$ cat src/rtl/radix4_control_unit.sv
// Control sequencer for a radix-4 (modified Booth) multiplier.
// Walks the datapath through load, four decode/add-sub/shift iterations,
// and two output transfers. Every control line is registered from the
// state held at the sampling edge, so each pulse appears one edge after
// the corresponding state is entered.
module radix4_control_unit (
  input  logic clk,
  input  logic rst_b,
  input  logic bgn,
  input  logic q1,
  input  logic q0,
  input  logic q_1,
  output logic c0,
  output logic c1,
  output logic c2,
  output logic c3,
  output logic c4,
  output logic c5,
  output logic c6,
  output logic c7,
  output logic c8,
  output logic busy,
  output logic stop
);

  typedef enum logic [3:0] {
    IDLE   = 4'd0,
    LOAD_M = 4'd1,
    LOAD_Q = 4'd2,
    DECODE = 4'd3,
    ADD_M  = 4'd4,
    ADD_2M = 4'd5,
    SUB_M  = 4'd6,
    SUB_2M = 4'd7,
    SHIFT  = 4'd8,
    OUT_A  = 4'd9,
    OUT_Q  = 4'd10,
    DONE   = 4'd11
  } state_t;

  state_t     state;
  logic [1:0] cnt;

  // State sequencing, iteration counter and registered control decodes
  always_ff @(posedge clk) begin
    if (rst_b) begin
      state <= IDLE;
      cnt   <= 2'd0;
      c0    <= 1'b0;
      c1    <= 1'b0;
      c2    <= 1'b0;
      c3    <= 1'b0;
      c4    <= 1'b0;
      c5    <= 1'b0;
      c6    <= 1'b0;
      c7    <= 1'b0;
      c8    <= 1'b0;
      busy  <= 1'b0;
      stop  <= 1'b0;
    end else begin
      // Output stage: one-hot decode of the state present at this edge
      c0   <= (state == LOAD_M);
      c1   <= (state == LOAD_Q);
      c2   <= (state == ADD_M);
      c3   <= (state == ADD_2M);
      c4   <= (state == SUB_M);
      c5   <= (state == SUB_2M);
      c6   <= (state == SHIFT);
      c7   <= (state == OUT_A);
      c8   <= (state == OUT_Q);
      busy <= (state != IDLE) && (state != DONE);
      stop <= (state == DONE);

      // Next-state stage
      case (state)
        IDLE: begin
          if (bgn) state <= LOAD_M;
        end
        LOAD_M: begin
          cnt   <= 2'd0;
          state <= LOAD_Q;
        end
        LOAD_Q: state <= DECODE;
        DECODE: begin
          // Booth recoding of the overlapping triple {Q[1],Q[0],Q[-1]}
          case ({q1, q0, q_1})
            3'b001, 3'b010: state <= ADD_M;
            3'b011:         state <= ADD_2M;
            3'b100:         state <= SUB_2M;
            3'b101, 3'b110: state <= SUB_M;
            default:        state <= SHIFT;
          endcase
        end
        ADD_M, ADD_2M, SUB_M, SUB_2M: state <= SHIFT;
        SHIFT: begin
          cnt   <= cnt + 2'd1;
          state <= (cnt == 2'd3) ? OUT_A : DECODE;
        end
        OUT_A: state <= OUT_Q;
        OUT_Q: state <= DONE;
        DONE: begin
          // Stay put until the requester drops bgn; no direct restart
          if (!bgn) state <= IDLE;
        end
        default: state <= IDLE;
      endcase
    end
  end

endmodule
$ cat config.mk
export PLATFORM = sky130hd
export DESIGN_NAME = radix4_control_unit
export DESIGN_NICKNAME = d
export VERILOG_FILES = /design/src/rtl/radix4_control_unit.sv
export SDC_FILE = /design/constraint.sdc
export NUM_CORES = 1
export LEC_CHECK = 0
export ABC_AREA = 0
export CORE_ASPECT_RATIO = 1.5
export CORE_MARGIN = 2
export CORE_UTILIZATION = 35
export DETAILED_ROUTE_END_ITERATION = 10
export PLACE_DENSITY = 0.59
export REMOVE_ABC_BUFFERS = 1
export SYNTH_ARGS = -nofsm -noshare
export SYNTH_HDL_FRONTEND = slang
export SYNTH_SLANG_ARGS = --single-unit
export TNS_END_PERCENT = 1
$ cat constraint.sdc
create_clock -name clk -period 1.4 [get_ports clk]
set_input_delay 0.21 -clock clk [delete_from_list [all_inputs] [get_ports clk]]
set_output_delay 0.21 -clock clk [all_outputs]
set_load 0.02 [all_outputs]
Word level (Yosys, flattened, before mapping):

Index checks and enable logic that the tools add are counted.

* shift operators: 0
* add/sub/neg operators: 1
* eq/ne operators: 21
* magnitude comparators: 0
* div/mod/pow operators: 0
* $mul: 0
* reductions and logical operators: 8
* bitwise operators: 0
* muxes and demuxes: 6

Operator list (number)
* 4-bit case mux with 9 select lines: 1
* 4-bit by 3-bit == test with 1-bit output, second input constant: 4
* 4-bit == test, second input constant: 4
* 4-bit case mux with 4 select lines: 1
* 4-bit two-way mux: 3
* 3-bit == test, second input constant: 3
* 4-bit by 2-bit == test with 1-bit output, second input constant: 2
* 3-bit by 2-bit == test with 1-bit output, second input constant: 2
* 4-bit by 1-bit == test with 1-bit output, second input constant: 1
* 4-bit zero test: 1
* 2-bit != test, second input constant: 2
* 4-bit != test, second input constant: 1
* 2-bit case mux with 2 select lines: 1
* 4-bit nonzero test: 1
* 2-bit OR reduction: 2
* 4-bit OR reduction: 1
* 3-bit by 1-bit == test with 1-bit output, second input constant: 1
* 2-bit by 1-bit adder with 2-bit output, second input constant: 1
* 2-bit == test, second input constant: 1
* 2-bit AND reduction: 1
* 2-bit nonzero test: 1
* 1-bit logical AND: 1

* flip-flop bits (word level): 17
* RAM bits: 0
* ROM bits: 0
* bits in latches: 0
* input bits: 6
* output and inout bits: 11
* memories: 0

Depth between registers and ports, before layout:

* word-level depth: 4
* mapped depth: 4
* depth with buffers taken out: 4

Worst setup path before layout:

Ideal clock, no wire load.

* path kind: reg-to-reg
* from: register state[3]
* to: register state[3]
* data arrival time: 1.211 ns
* stages on the path, launching flop included: 4
* required time: 1.338 ns
* slack: 0.127 ns
* cell sequence: dfxtp_1 > or3b_4 > or3_1 > nand3_1

* word-level cells in the longest chain between the ends: 3

Ends and longest elaborated chain
* from (decl): RTL line 41 `state_t state;`
* from (signal assigned): RTL line 97 `state <= (cnt == 2'd3) ? OUT_A : DECODE;`
* 4-bit by 3-bit == test with 1-bit output, or another cell as far along: RTL line 75 `case (state)`
* 4-bit OR reduction or 2-bit != test (tied branches)
* 4-bit case mux with 9 select lines or 2-bit AND reduction (tied branches)

Several ways; a longest one is shown, not always the timed one.
A chain may end at the register's enable or synchronous reset.

Final worst setup path:

Same ends and word-level chain as after synthesis.

==> results.yml <==
status:
  outcome: "completed"
final_layout:
  fillers: 185
  postLayoutCellArea_um2: 953
  drive_above_1_share: 0.167
  fin_cells: 123
  area_delta_synth_final_pct: 37.3
  diodes: 0
  fin_nets: 110
placed_design:
  place.gp.congestion: 0.834
  port-buffer-count: 16
  numPlacedInstances: 119
  hpwl_um: 1190
  place_area_um2: 937
drt:
  vias: 639
  first_iter_violations: 15
  drcViolationCount: 0
  wirelength_um: 1580
  wire_per_inst_um: 12.9
  drtAntennaViolNets: 0
  first_pass_iters: 5
  vias_per_cell: 5.20
synthesis:
  yosysWarnings: 0
  yosys.cell_types.count: 31
  syn_inst: 76
  syn_area_um2: 694
  post_synth.cell_area_avg_um2: 9.14
  synth_seq_cells: 17
  ys_seq_area_frac: 0.490
sta:
  tns_ns: 0
  timing_hold_violations_final: 0
  rsz0062_at_grt: "false"
  final_max_slew_viol_count: 0
  slew_headroom: 0.757
  timing.hold.ws_ns: 0.527
  skew_ns: 0.00276
  layout_min_cycle_time_ns: 1.35
  min_period_over_period: 0.967
  setup_violations: 0
  worst_pin_slew_ns: 0.356
  max_freq_mhz: 739
global_route:
  grt_pass1_vias: 589
  antenna_found_initial: 0
  grt_overflow: 0
  grt_use_total: 0.157
  grt_max_degree: 13
  grt_pass1_wl_um: 2480
floorplanning:
  rows: 19
  io_pins: 17
  initial_core_util: 0.374
  core-area_um2: 1850
  die_y_um: 58.6
  dieArea_um2: 2360
  die_w_um: 40.4
critical_path:
  worstPathCellList: "or3b_4 > or3_1 > nand3_1"
  startpoint_type: "flop"
  setup.worst_path.end_class: "flop"
  crit_type: "reg -> reg"
  reg2reg_from: "state[3]"
  cp_slowest_stage_delay_ns: 0.42
  required_ns: 1.65
  cp_data_arrival_time_ns: 1.60
  crit_path_max_fanout: 4
  rr_worst_depth: 3
  r2r_end: "state[3]"
  regToRegSetupSlack_ns: 0.05
  slowest_stage: "dfxtp_1"
cts:
  insertion_delay_ns: 0.30
  cts-htree-levels: 1
  cts-root-buf: "clkbuf_4"
  cts_tree: "yes"
  cts_inserted_buffers: 3
  clockBufferDepth: 2
  cts_sinks: 17
  cts.reportedPaths.clkPinSlew_ns: 0.11
hold_path:
  min-delay-start: "cnt[1]"
  holdPathStages: 1
  hold_end: "cnt[1]"
  hold_class: "reg -> reg"
power_and_ir_drop:
  finalPower_mw: 1.00
  ir_drop_v: 0.000605
  powerDensity_nw_per_um2: 1050
  p_leak_nw: 0.427
flow_run:
  maxCapViolations: 0
Yosys cell counts, drive strengths merged:
| cell | n | area (µm²) |
|---|---|---|
| a2111oi | 1 | 8.76 |
| a21oi | 4 | 20.0 |
| a221o | 1 | 10.0 |
| a32o | 1 | 10.0 |
| and2 | 1 | 6.26 |
| and3 | 1 | 6.26 |
| and3b | 1 | 8.76 |
| buf | 1 | 11.3 |
| clkbuf | 4 | 15.0 |
| dfxtp | 17 | 340 |
| ha | 1 | 12.5 |
| inv | 2 | 7.51 |
| nand2 | 5 | 18.8 |
| nand2b | 3 | 18.8 |
| nand3 | 1 | 5.00 |
| nand3b | 1 | 7.51 |
| nand4 | 1 | 6.26 |
| nand4b | 1 | 8.76 |
| nor2 | 10 | 37.5 |
| nor3 | 6 | 35.0 |
| nor4 | 3 | 18.8 |
| o2111ai | 1 | 8.76 |
| o211a | 1 | 10.0 |
| o21a | 1 | 7.51 |
| o21ai | 1 | 5.00 |
| o22a | 1 | 8.76 |
| or3 | 2 | 12.5 |
| or3b | 2 | 20.0 |
| xnor2 | 1 | 8.76 |
power breakdown:
group	total (mW)	internal, mW	switching [mW]
logic	0.180	0.0929	0.0866
clock network	0.283	0.109	0.174
registers	0.538	0.507	0.0307
total	1.00	0.709	0.292
flip-flops by register name, indices dropped and copies added, names as in the netlist:
| name | cells |
|---|---|
| cnt | 2 |
| c0 | 1 |
| state | 4 |
| c2 | 1 |
| c5 | 1 |
| c4 | 1 |
| c8 | 1 |
| busy | 1 |
| c6 | 1 |
| c1 | 1 |
| c7 | 1 |
| c3 | 1 |
| stop | 1 |
worst max-delay path, delay by kind of cell, from the launching register on:
kind          cells  cell delay (ns)
flops             1             0.42
simple gates      3             0.88
per-layer routing:
metal / global-route usage / up-vias / routed length [µm]
li1: - / 321 / -
met1: 0.186 / 293 / 648
met2: 0.245 / 21 / 848
met3: 0.0340 / 4 / 58
met4: 0.100 / 0 / 28
met5: 0 / - / 0
cell usage in the layout (no fill, tap or decap), types with 2 or more instances in the layout:
master           count
nor4_1               3
dfxtp_1             17
nand2_1              5
buf_4               11
clkdlybuf4s50_1      5
nor2_1              10
a21oi_1              4
or3_1                2
nand2b_1             3
nor3_1               5
dlygate4sd2_1       11
clkbuf_4             3
inv_1                2
cell families (layout without fill, tap and decap cells):
family,after synthesis,count (layout),synth area share
compound gates,12,12,0.128
xor+xnor,1,1,0.0126
fa+ha+maj,1,1,0.0180
buf+inv,7,33,0.0486
flops,17,17,0.490
simple gates,38,38,0.303
stage by stage:
step,util,worst slack [ns]
finish,0.514,0.0464
detailed placement,0.505,-0.265
CTS,0.514,0.0536
floorplan,-,-0.0404
global route,0.514,0.00426
global placement,0.505,-0.223
worst max-delay path by stage:
stage	startpoint	endpoint	slack (ns)	cells after the start
after floorplan	state[3]	state[3]	-0.04	3
after global placement	q1	state[0]	-0.22	4
after detailed placement	q1	state[0]	-0.27	4
after CTS	state[3]	state[3]	0.05	3
after global routing	state[3]	state[3]	0.004	3
final	state[3]	state[3]	0.05	3
timing repair:
item / in CTS / in global routing
gates resized for setup: 11 / 0
setup endpoints to repair: 11 / 0
setup buffers: 0 / 0
hold buffers: 0 / 0
layout make-up:
type	count	area [µm²]	area share
clock buffer	3	22.5	0.0236
clock inverter	1	7.51	0.00787
inverter	2	7.51	0.00787
multi-input combinational	52	320	0.336
sequential	17	340	0.357
tap	21	26.3	0.0276
timing repair buffer	27	229	0.240
(Power assumes the default switching activity.)
==> patch, RTL diff (same settings) <==
Make the reset (`rst_b`) asynchronous in one clocked block.
--- a/src/rtl/radix4_control_unit.sv
+++ b/src/rtl/radix4_control_unit.sv
@@ -44,3 +44,3 @@
   // State sequencing, iteration counter and registered control decodes
-  always_ff @(posedge clk) begin
+  always_ff @(posedge clk or posedge rst_b) begin
     if (rst_b) begin
Function: differs if rst_b is asserted again (counterexample within 4 cycles, from zero or initial values and one cycle with rst_b high); with rst_b held inactive, the same outputs for 10 cycles.
==> patch against the unedited design <==
- wire length down 12%
- sequential cell count is the same
- area after synthesis grew 5.8%
- utilization shrank 3.3 points
- synthesized cell count decreased by 6.6%
- cell area is 1.0% higher
- worst setup slack improved by 0.0048 ns
Power is not compared: it rests on default switching activity, and its combinational part moved more than twofold at a synthesized area within 25%.
==> patch: results <==
outcome:
  status: "finished clean"
final_layout:
  drive_gt1_share_pct: 13.0
  nFillCells: 196
  nets: 100
setup_path:
  regToRegStartpoint: "state[1]$_DFFE_PP0P_"
  reg2reg_slack_ns: 0.10
  crit_family: "compound AO/OA/AOI/OAI gates"
  r2r-end: "state[3]$_DFFE_PP0P_"
  max_stage_delay_ns: 0.44
  cp_slowest_cell: "clkdlybuf4s50_1"
synthesis:
  async_flop_share_pct: 100
  yosysSeqAreaShare_pct: 57.9
  synth_area_leaders: "dfrtp_1, nand2b_1, nor2_1"
  synth_top_cells_by_count: "dfrtp_1, nor2_1, nand2b_1"
  synth_cell_types: 24
global_routing:
  grt_pass1_vias: 567
  track_usage_pct: 12.9
  grt_pass1_wl_mm: 2.38
  grt_max_degree: 18
cts:
  postCtsSetupBuffers: 0
  clkTransAtPathRegs_ns: 0.09
min_path:
  hp-class: "input port to async pin"
sta:
  tightest_slew_ns: 0.406
  worst_clock_skew_ns: 0.00136
placement:
  postPlaceCellArea_sq_um: 941
  place_inst: 110
detailed_routing:
  vias: 596
  dr.first_iter.drc_count: 23
  drt_wl_total_mm: 1.40
## patch: cell families after synthesis
group | after synthesis | share of synthesized area (%)
AO/OA/AOI/OAI | 12 | 12.3
adder cells (fa/ha/maj) | 1 | 1.70
buffers and inverters | 6 | 3.58
flip-flops | 17 | 57.9
multiplexers | 1 | 1.53
AND/OR/NAND/NOR | 34 | 23.0
## patch: where the power goes
group          internal [mW]  switching, mW
clock network          0.111          0.151
registers              0.636          0.160
logic                  0.331          0.397
total                   1.08          0.708
## patch: area by class of cell
| cell class | instances | area [sq um] | share of cell area [%] |
|---|---|---|---|
| Inverter | 2 | 7.51 | 0.779 |
| Clock buffer | 4 | 26.3 | 2.73 |
| Multi-Input combinational cell | 48 | 288 | 29.9 |
| Timing Repair Buffer | 21 | 189 | 19.6 |
| Tap cell | 22 | 27.5 | 2.86 |
| Sequential cell | 17 | 425 | 44.2 |
## patch: how the worst max path moves through the flow
stage          start                    to  slack, ns  cells after the start
6_report          q0  state[3]$_DFFE_PP0P_       0.05                      4
5_1_grt           q0  state[3]$_DFFE_PP0P_      -0.02                      4
4_1_cts           q1  state[3]$_DFFE_PP0P_       0.03                      4
3_5_place_dp      q1  state[3]$_DFFE_PP0P_      -0.26                      4
3_3_place_gp      q1  state[3]$_DFFE_PP0P_      -0.21                      4
2_1_floorplan     q1  state[3]$_DFFE_PP0P_       0.25                      3
## patch: timing repair
action | 4_1_cts | 5_1_grt
resized for setup | 11 | 3
setup endpoints to repair | 11 | 1
hold buffers | 0 | 0
pin swaps | 0 | 0
## patch: worst reg2reg max path, delay by kind of cell (launching register included)
kind | cells | cell delay, ns
flip-flops | 1 | 0.49
AND/OR/NAND/NOR | 1 | 0.38
AO/OA/AOI/OAI | 2 | 0.31
## patch: layer usage
layer	track usage [%]	wire, um	vias to the layer above
met3	1.81	66	5
met2	24.3	776	16
met1	13.2	518	285
met5	0	0	-
li1	-	-	290
met4	8.29	37	0
## patch: per-stage QoR
step                      setup slack (ns)  setup TNS (ns)  hold WS (ns)
final                               0.0512               0         0.215
after global routing               -0.0215         -0.0215         0.240
after CTS                           0.0279               0         0.222
after detailed placement            -0.259          -0.464         0.530
after global placement              -0.213          -0.404         0.522
after floorplan                      0.248               0         0.136
